File: src/rtl/mdu_ctrl_pkg.sv
// Shared encodings for the RV32M multiply/divide controller: funct3 op codes,
// FSM states and the iteration count.
package mdu_ctrl_pkg;

   localparam int unsigned MDU_ITERS = 32;

   typedef enum logic [2:0] {
      MDUOp_MUL    = 3'b000,
      MDUOp_MULH   = 3'b001,
      MDUOp_MULHSU = 3'b010,
      MDUOp_MULHU  = 3'b011,
      MDUOp_DIV    = 3'b100,
      MDUOp_DIVU   = 3'b101,
      MDUOp_REM    = 3'b110,
      MDUOp_REMU   = 3'b111
   } mdu_op_e;

   typedef enum logic [1:0] {
      MDU_IDLE,
      MDU_RUN,
      MDU_FIXUP,
      MDU_DONE
   } mdu_state_e;

   function automatic logic [31:0] mdu_abs(input logic [31:0] v, input logic neg);
      return neg ? (~v + 32'd1) : v;
   endfunction

endpackage

File: src/rtl/mdu_step.sv
// One iteration of the MDU datapath: shift-add multiply step or restoring
// divide step on a 64-bit {hi, lo} accumulator.
module mdu_step (
   input  logic        i_is_div,
   input  logic [63:0] i_acc,
   input  logic [31:0] i_mcand,
   output logic [63:0] o_acc
);

   logic [32:0] w_sum;
   logic [31:0] w_diff;
   logic        w_ge;

   always_comb begin
      w_sum  = {1'b0, i_acc[63:32]} + (i_acc[0] ? {1'b0, i_mcand} : 33'd0);
      // Shifted remainder is 33 bits; bit 63 set means it already exceeds any divisor.
      w_ge   = i_acc[63] | (i_acc[62:31] >= i_mcand);
      w_diff = i_acc[62:31] - i_mcand;
      if (i_is_div) begin
         if (w_ge) o_acc = {w_diff, i_acc[30:0], 1'b1};
         else      o_acc = {i_acc[62:0], 1'b0};
      end else begin
         o_acc = {w_sum, i_acc[31:1]};
      end
   end

endmodule

File: src/rtl/mdu_ctrl.sv
// Iterative RV32M multiply/divide controller: 32-step sequence with pipeline
// stall, divide-by-zero / overflow fast paths and flush abort.
module mdu_ctrl
   import mdu_ctrl_pkg::*;
#(
   parameter int XLEN = 32
) (
   input  logic            clk,
   input  logic            rstn,
   input  logic            start,
   input  logic [2:0]      op,
   input  logic [XLEN-1:0] A,
   input  logic [XLEN-1:0] B,
   input  logic            flush,
   output logic [XLEN-1:0] C,
   output logic            done,
   output logic            busy,
   output logic            stall
);

   mdu_state_e r_state;
   mdu_op_e    r_op;
   logic [63:0] r_acc;
   logic [31:0] r_mcand;
   logic [4:0]  r_cnt;
   logic        r_sa, r_sb, r_fast;

   mdu_op_e     w_op;
   logic        w_sa, w_sb, w_div0, w_ovf;
   logic [31:0] w_fast_res, w_quo, w_rem, w_result;
   logic [63:0] w_prod, w_step;

   mdu_step u_step (
      .i_is_div (r_op[2]),
      .i_acc    (r_acc),
      .i_mcand  (r_mcand),
      .o_acc    (w_step)
   );

   always_comb begin
      w_op   = mdu_op_e'(op);
      w_sa   = A[31] & (w_op inside {MDUOp_MULH, MDUOp_MULHSU, MDUOp_DIV, MDUOp_REM});
      w_sb   = B[31] & (w_op inside {MDUOp_MULH, MDUOp_DIV, MDUOp_REM});
      w_div0 = op[2] & (B == '0);
      w_ovf  = (w_op == MDUOp_DIV || w_op == MDUOp_REM) &&
               (A == 32'h8000_0000) && (B == '1);
      w_fast_res = '0;
      if (w_div0)     w_fast_res = op[1] ? A : '1;
      else if (w_ovf) w_fast_res = op[1] ? '0 : 32'h8000_0000;
   end

   always_comb begin
      w_prod = (r_sa ^ r_sb) ? (~r_acc + 64'd1) : r_acc;
      w_quo  = mdu_abs(r_acc[31:0], r_sa ^ r_sb);
      w_rem  = mdu_abs(r_acc[63:32], r_sa);
      w_result = '0;
      if (r_fast) begin
         w_result = r_acc[31:0];
      end else begin
         case (r_op)
            MDUOp_MUL:                             w_result = w_prod[31:0];
            MDUOp_MULH, MDUOp_MULHSU, MDUOp_MULHU: w_result = w_prod[63:32];
            MDUOp_DIV, MDUOp_DIVU:                 w_result = w_quo;
            default:                               w_result = w_rem;
         endcase
      end
   end

   always_comb begin
      stall = rstn & ((start & ~flush & (r_state == MDU_IDLE || r_state == MDU_DONE)) |
                      (r_state == MDU_RUN) | (r_state == MDU_FIXUP));
   end

   always_ff @(posedge clk or negedge rstn) begin
      if (!rstn) begin
         r_state <= MDU_IDLE;
         r_op    <= MDUOp_MUL;
         r_acc   <= '0;
         r_mcand <= '0;
         r_cnt   <= '0;
         r_sa    <= 1'b0;
         r_sb    <= 1'b0;
         r_fast  <= 1'b0;
         C       <= '0;
         done    <= 1'b0;
         busy    <= 1'b0;
      end else begin
         done <= 1'b0;
         if (flush) begin
            r_state <= MDU_IDLE;
            busy    <= 1'b0;
         end else begin
            case (r_state)
               MDU_IDLE, MDU_DONE: begin
                  if (start) begin
                     r_op    <= w_op;
                     r_sa    <= w_sa;
                     r_sb    <= w_sb;
                     r_cnt   <= '0;
                     r_mcand <= mdu_abs(B, w_sb);
                     busy    <= 1'b1;
                     // Fast-path result is parked in the accumulator and passed through FIXUP.
                     if (w_div0 || w_ovf) begin
                        r_acc   <= {32'd0, w_fast_res};
                        r_fast  <= 1'b1;
                        r_state <= MDU_FIXUP;
                     end else begin
                        r_acc   <= {32'd0, mdu_abs(A, w_sa)};
                        r_fast  <= 1'b0;
                        r_state <= MDU_RUN;
                     end
                  end else begin
                     r_state <= MDU_IDLE;
                     busy    <= 1'b0;
                  end
               end
               MDU_RUN: begin
                  r_acc <= w_step;
                  r_cnt <= r_cnt + 5'd1;
                  if (r_cnt == 5'(MDU_ITERS - 1)) r_state <= MDU_FIXUP;
               end
               default: begin
                  C       <= w_result;
                  done    <= 1'b1;
                  r_state <= MDU_DONE;
               end
            endcase
         end
      end
   end

endmodule

File: config.mk
export PLATFORM = sky130hd
export DESIGN_NAME = mdu_ctrl
export DESIGN_NICKNAME = d
export VERILOG_FILES = /design/src/rtl/mdu_ctrl_pkg.sv /design/src/rtl/mdu_step.sv /design/src/rtl/mdu_ctrl.sv
export SDC_FILE = /design/constraint.sdc
export NUM_CORES = 1
export LEC_CHECK = 0
export CAP_MARGIN = 20
export CORE_MARGIN = 10
export CORE_UTILIZATION = 55
export DETAILED_ROUTE_END_ITERATION = 6
export DONT_BUFFER_PORTS = 1
export PLACE_DENSITY = 0.71
export SYNTH_ARGS = -nofsm -noshare
export SYNTH_HDL_FRONTEND = slang
export SYNTH_HIERARCHICAL = 1
export SYNTH_SLANG_ARGS = --single-unit
File: constraint.sdc
create_clock -name clk -period 8.95 [get_ports clk]
set_input_delay 0.4475 -clock clk [delete_from_list [all_inputs] [get_ports clk]]
set_output_delay 0.4475 -clock clk [all_outputs]
set_load 0.1 [all_outputs]
**Word-level counts from Yosys, hierarchy flattened**

Index checks and enable logic that the tools add are counted.

- Bits in registers: 143
- Bits in latches: 0
- Memory bits (writable): 0
- Memory bits (read-only): 0
- Input port bits: 71
- Output and inout bits: 35
- Memories kept: 0

- Add/sub/neg operators: 8
- Multiply operators: 0
- Div/mod/pow operators: 0
- Magnitude comparators: 1
- Eq/ne operators: 17
- Shift-type cells: 0
- Muxes and demuxes: 30
- Bitwise gates (word level): 17
- Reduce and logical (&&, ||, !) cells: 19

Operator list:

| kind | number |
|---|---|
| $mux W32 | 11 |
| $mux W64 | 4 |
| $add A32 B1 Y32 const B | 4 |
| $not A32 Y32 | 4 |
| $pmux W64 S2 | 1 |
| $pmux W32 S3 | 1 |
| $add A64 B1 Y64 const B | 1 |
| $eq A32 B32 Y1 const B | 2 |
| $not A64 Y64 | 1 |
| $add A32 B33 Y33 | 1 |
| $ge A32 B32 Y1 | 1 |
| $logic_not A32 Y1 | 1 |
| $sub A32 B32 Y32 | 1 |
| $eq A3 B3 Y1 const B | 4 |
| $pmux W5 S2 | 1 |
| $eq A3 B2 Y1 const B | 3 |
| $mux W2 | 4 |
| $and A1 B1 Y1 | 6 |
| $eq A3 B1 Y1 const B | 2 |
| $mux W1 | 6 |
| $reduce_and A3 Y1 | 2 |
| $reduce_or A3 Y1 | 2 |
| $add A5 B1 Y5 const B | 1 |
| $eq A5 B5 Y1 const B | 1 |
| other kinds (18) | 27 |

**Logic depth before layout (Yosys ltp)**

- Word-level depth: 9
- Depth in mapped cells: 16

**By module**

The synthesis kept the hierarchy.

Modules (own cells, without submodules):

| module | instances | cells an instance | area each (um^2) | seq. area each (um^2) |
|---|---|---|---|---|
| mdu_ctrl | 1 | 1,400 | 10,732.8 | 3,578.4 |
| mdu_step | 1 | 667 | 4,655.7 | 0.0 |

**Worst setup path after synthesis**

No wires, ideal clock.

- Path kind: register -> register
- Start: reg r_acc[33]
- End: reg C[30]
- Setup time: 0.123 ns
- Arrival time: 3.018 ns
- Required time: 8.827 ns
- Path slack: 5.809 ns
- Cell stages (with the launch flop): 11
- Path buffers: 1
- Path through: dfrtp_1 -> inv_1 -> ha_1 -> or4b_2 -> or4_4 -> buf_6 -> or2_4 -> nor4b_4 -> mux2i_1 -> o211ai_2 -> o221a_1

- Longest elaborated chain between the ends: 5

Ends and longest elaborated chain:

| what | line | source |
|---|---|---|
| start, declared | mdu_ctrl.sv:23 | `logic [63:0] r_acc;` |
| start signal, assigned | mdu_ctrl.sv:104 | `r_acc <= {32'd0, w_fast_res};` |
| start signal, assigned | mdu_ctrl.sv:108 | `r_acc <= {32'd0, mdu_abs(A, w_sa)};` |
| start signal, assigned | mdu_ctrl.sv:118 | `r_acc <= w_step;` |
| $not A64 Y64 or $not A32 Y32 (tied branches) | mdu_ctrl.sv:53, mdu_ctrl_pkg.sv:26 |  |
| $add A64 B1 Y64 or $add A32 B1 Y32 (tied branches) | mdu_ctrl.sv:53, mdu_ctrl_pkg.sv:26 |  |
| $mux W64 or $mux W32 (tied branches) | mdu_ctrl.sv:53, mdu_ctrl_pkg.sv:26 |  |
| $pmux W32 S3 * | mdu_ctrl.sv:60 | `case (r_op)` |
| $mux W32 * | mdu_ctrl.sv:57 | `if (r_fast) begin` |
| end signal, assigned | mdu_ctrl.sv:123 | `C <= w_result;` |
| end, declared | mdu_ctrl.sv:15 | `output logic [XLEN-1:0] C,` |

Mark *: on every way between the ends. The rest lies on a longest branch, timed or not.
A chain may end at the register's enable or synchronous reset.

**Final worst setup path**

- Start: reg r_acc[38]
- End: reg r_acc[33]

- Longest elaborated chain between the ends: 5

Ends and longest elaborated chain:

| what | line | source |
|---|---|---|
| $ge A32 B32 Y1 | mdu_step.sv:17 | `w_ge = i_acc[63] \| (i_acc[62:31] >= i_mcand);` |
| $or A1 B1 Y1 | mdu_step.sv:17 |  |
| $mux W64 | mdu_step.sv:20 | `if (w_ge) o_acc = {w_diff, i_acc[30:0], 1'b1};` |
| $mux W64 | mdu_step.sv:19 | `if (i_is_div) begin` |
| named net w_step[33] | mdu_ctrl.sv:31 | `logic [63:0] w_prod, w_step;` |
| $pmux W64 S2 | mdu_ctrl.sv:93 | `case (r_state)` |

The timed path passes the listed nets, and every way through them passes these cells.

==> reports/metrics.yaml <==
clk_pin_slew_ns: 0.08
path_class: "flop to flop"
fin_skew_ns: 0.01698
initial_core_util_pct: 55.54
antenna_found_initial: 2
drt-total-wl_mm: 53.03
ios: 106
grt_max_degree: 144
cts.sinks: 143
synth_edf_count: 0
via_count: 15925
grt_setup_unrepaired: "false"
netlist_area_um2: 15390
finalNetCount: 2115
tns_ns: 0
numCtsBuffers: 17
fmax_mhz: 257.6
chipHeight_um: 187.3
grt_pass1_vias: 14673
insertedDiodeCount: 0
drive_above_1_share_pct: 6.865
ys_ff_latch: 143
p_leak_nw: 6.984
fin_crit_ns: 3.882
vias_per_cell: 6.751
cts_max_level: 4
ys.flop_type: "dfrtp_1"
maxCapViolCount: 0
hold_ws_ns: 0.01077
die-area_um2: 35070
crit_fanout: 27
cts_buffer_depth: 2
routabilityCongestion: 0.9692
synthCells: 2067
slew_headroom_pct: 25.79
hold_viol: 0
clock_latency_ns: 0.44
status: "finished clean"
arrival_ns: 4.18
core-area_um2: 27710
placed_cell_area_um2: 15480
power_mw: 6.221
avgSynthCellArea_um2: 7.445
port_buffers: 0
cts_root_buf: "clkbuf_16"
synth.distinct_cells: 96
hpwlAfterDp_mm: 37.97
track_usage_pct: 29.07
drc: 0
syn_nets: 2214
yosysWarnings: 6
ys_seq_area_share_pct: 23.25
drt_first_pass_iters: 6
fin_area_um2: 16100
hp-class: "input pin to async pin"
worst_pin_slew_ns: 1.103
cp-end-kind: "flop"
crit_required_ns: 9.24
slew_violations: 0
place_inst: 2325
syn_to_final_growth_pct: 4.642
detail-route-antenna-nets: 0
power_density_nw_per_um2: 386.3
vdd_drop_max_v: 0.0001745
rows: 61
wl_per_cell_um: 22.48
die_width_um: 187.3
cts_tree: "done"
instances_no_fill: 2359
final.period_utilization_pct: 43.37
async_flop_share_pct: 100.0
setup_viol: 0
grt_overflow: 0
dr.first_iter.drc_count: 1877
grt_first_pass_wirelength_mm: 83.39
fillers: 2616
start_kind: "flop"
registers in the layout, indices dropped and copies added, names as in the netlist:
register and flops:
r_acc 64, C 32, r_mcand 32, r_cnt 5, r_op 3, r_state 2, busy 1, done 1
r_fast 1, r_sa 1, r_sb 1
through the flow:
stage | utilization, % | worst slack, ns
6_report | 58.12 | 5.068
5_1_grt | 58.12 | 4.835
4_1_cts | 58.05 | 5.139
3_5_place_dp | 55.89 | 5.152
3_3_place_gp | 55.89 | 5.240
2_1_floorplan | - | 5.809
where the power goes:
part	internal, mW	switching [mW]	total (mW)
clock network	0.370	0.343	0.713
registers	0.879	1.08	1.95
logic	1.42	2.13	3.55
area by class of cell:
| type | instances | area [um^2] | area share, % |
|---|---|---|---|
| Clock inverter | 15 | 146.4 | 0.9091 |
| Inverter | 73 | 274.0 | 1.702 |
| Clock buffer | 17 | 425.4 | 2.642 |
| Sequential cell | 143 | 3582 | 22.25 |
| Multi-Input combinational cell | 1707 | 10970 | 68.15 |
| Timing Repair Buffer | 26 | 227.7 | 1.414 |
| Tap cell | 378 | 473.0 | 2.937 |
cell usage in the layout (no fill, tap or decap), types with 43 or more instances in the layout:
cell	instances
a21oi_1	171
and2_1	43
and3_1	46
dfrtp_1	142
ha_1	73
inv_1	73
nand2_1	227
nand3_1	64
nor2_1	156
nor3_1	52
o21ai_0	166
xnor2_1	84
xor2_1	66
logic make-up after synthesis:
logic type / Yosys count / synth area share, %
xor+xnor: 151 / 8.594
buf+inv: 217 / 5.626
fa+ha+maj: 76 / 6.277
flops: 143 / 23.25
mux: 57 / 3.976
compound gates: 658 / 27.33
simple gates: 765 / 24.95
per-layer routing:
metal / share of wire (%) / vias to the layer above / GRT usage, %
li1: - / 7359 / -
met1: 43 / 7470 / 40.24
met2: 42 / 947 / 42.03
met3: 12 / 147 / 7.755
met4: 3.6 / 2 / 11.26
met5: 0.0094 / - / 0
critical path, stage by stage, from the launching register on:
cell      delay (ns)
dfrtp_1         0.66
ha_1            0.38
a211oi_1        0.36
a31o_1          0.27
nand2_1         0.18
a41o_1          0.28
nand3_1         0.12
nand3_2         0.51
buf_4           0.47
o211ai_1        0.20
o21ai_1         0.09
nand3_1         0.10
o21ai_0         0.09
what timing repair did:
| item | in CTS | in global routing |
|---|---|---|
| hold endpoints to repair | 143 | 0 |
| resized for setup | 0 | 0 |
| endpoints found under the setup margin | 0 | 0 |
| hold buffers | 1 | 0 |
| buffers inserted | 0 | 0 |
synth_stat cells, types with 15 or more instances:
master | instances | area (um^2)
o31ai_1 | 31 | 232.7
inv_1 | 73 | 274.0
clkbuf_1 | 124 | 465.5
nor2_1 | 157 | 589.3
nand2_1 | 227 | 852.1
mux2_2 | 32 | 360.4
nand4_1 | 23 | 143.9
dfrtp_1 | 143 | 3578
nand3_1 | 65 | 325.3
and3_1 | 46 | 287.8
ha_1 | 74 | 925.9
and2_1 | 43 | 269.0
a211oi_1 | 25 | 187.7
mux2i_1 | 24 | 240.2
o211ai_1 | 18 | 135.1
or3_1 | 31 | 193.9
a31oi_1 | 35 | 219.0
a21oi_1 | 172 | 860.8
nor2b_1 | 15 | 93.84
xnor2_1 | 85 | 744.5
nor3_1 | 52 | 260.3
xor2_1 | 66 | 578.1
nor4_1 | 30 | 187.7
o21ai_0 | 166 | 830.8
o21ai_1 | 31 | 155.2
a21o_1 | 43 | 322.8
worst paths after layout:
| path | startpoint | end | slack (ns) | cells past startpoint |
|---|---|---|---|---|
| worst max-delay path | r_acc[38] | r_acc[33] | 5.07 | 12 |
| worst min-delay path | rstn | r_acc[45] | 0.01 | 1 |
| worst max register to register | r_acc[38] | r_acc[33] | 5.07 | 12 |
| worst min register to register | r_cnt[4] | r_cnt[4] | 0.50 | 2 |
| max in group asynchronous | rstn | r_op[2] | 8.33 | 1 |
| min in group clk | flush | r_state[1] | 0.07 | 1 |
Power figures use the tool's default switching activity.
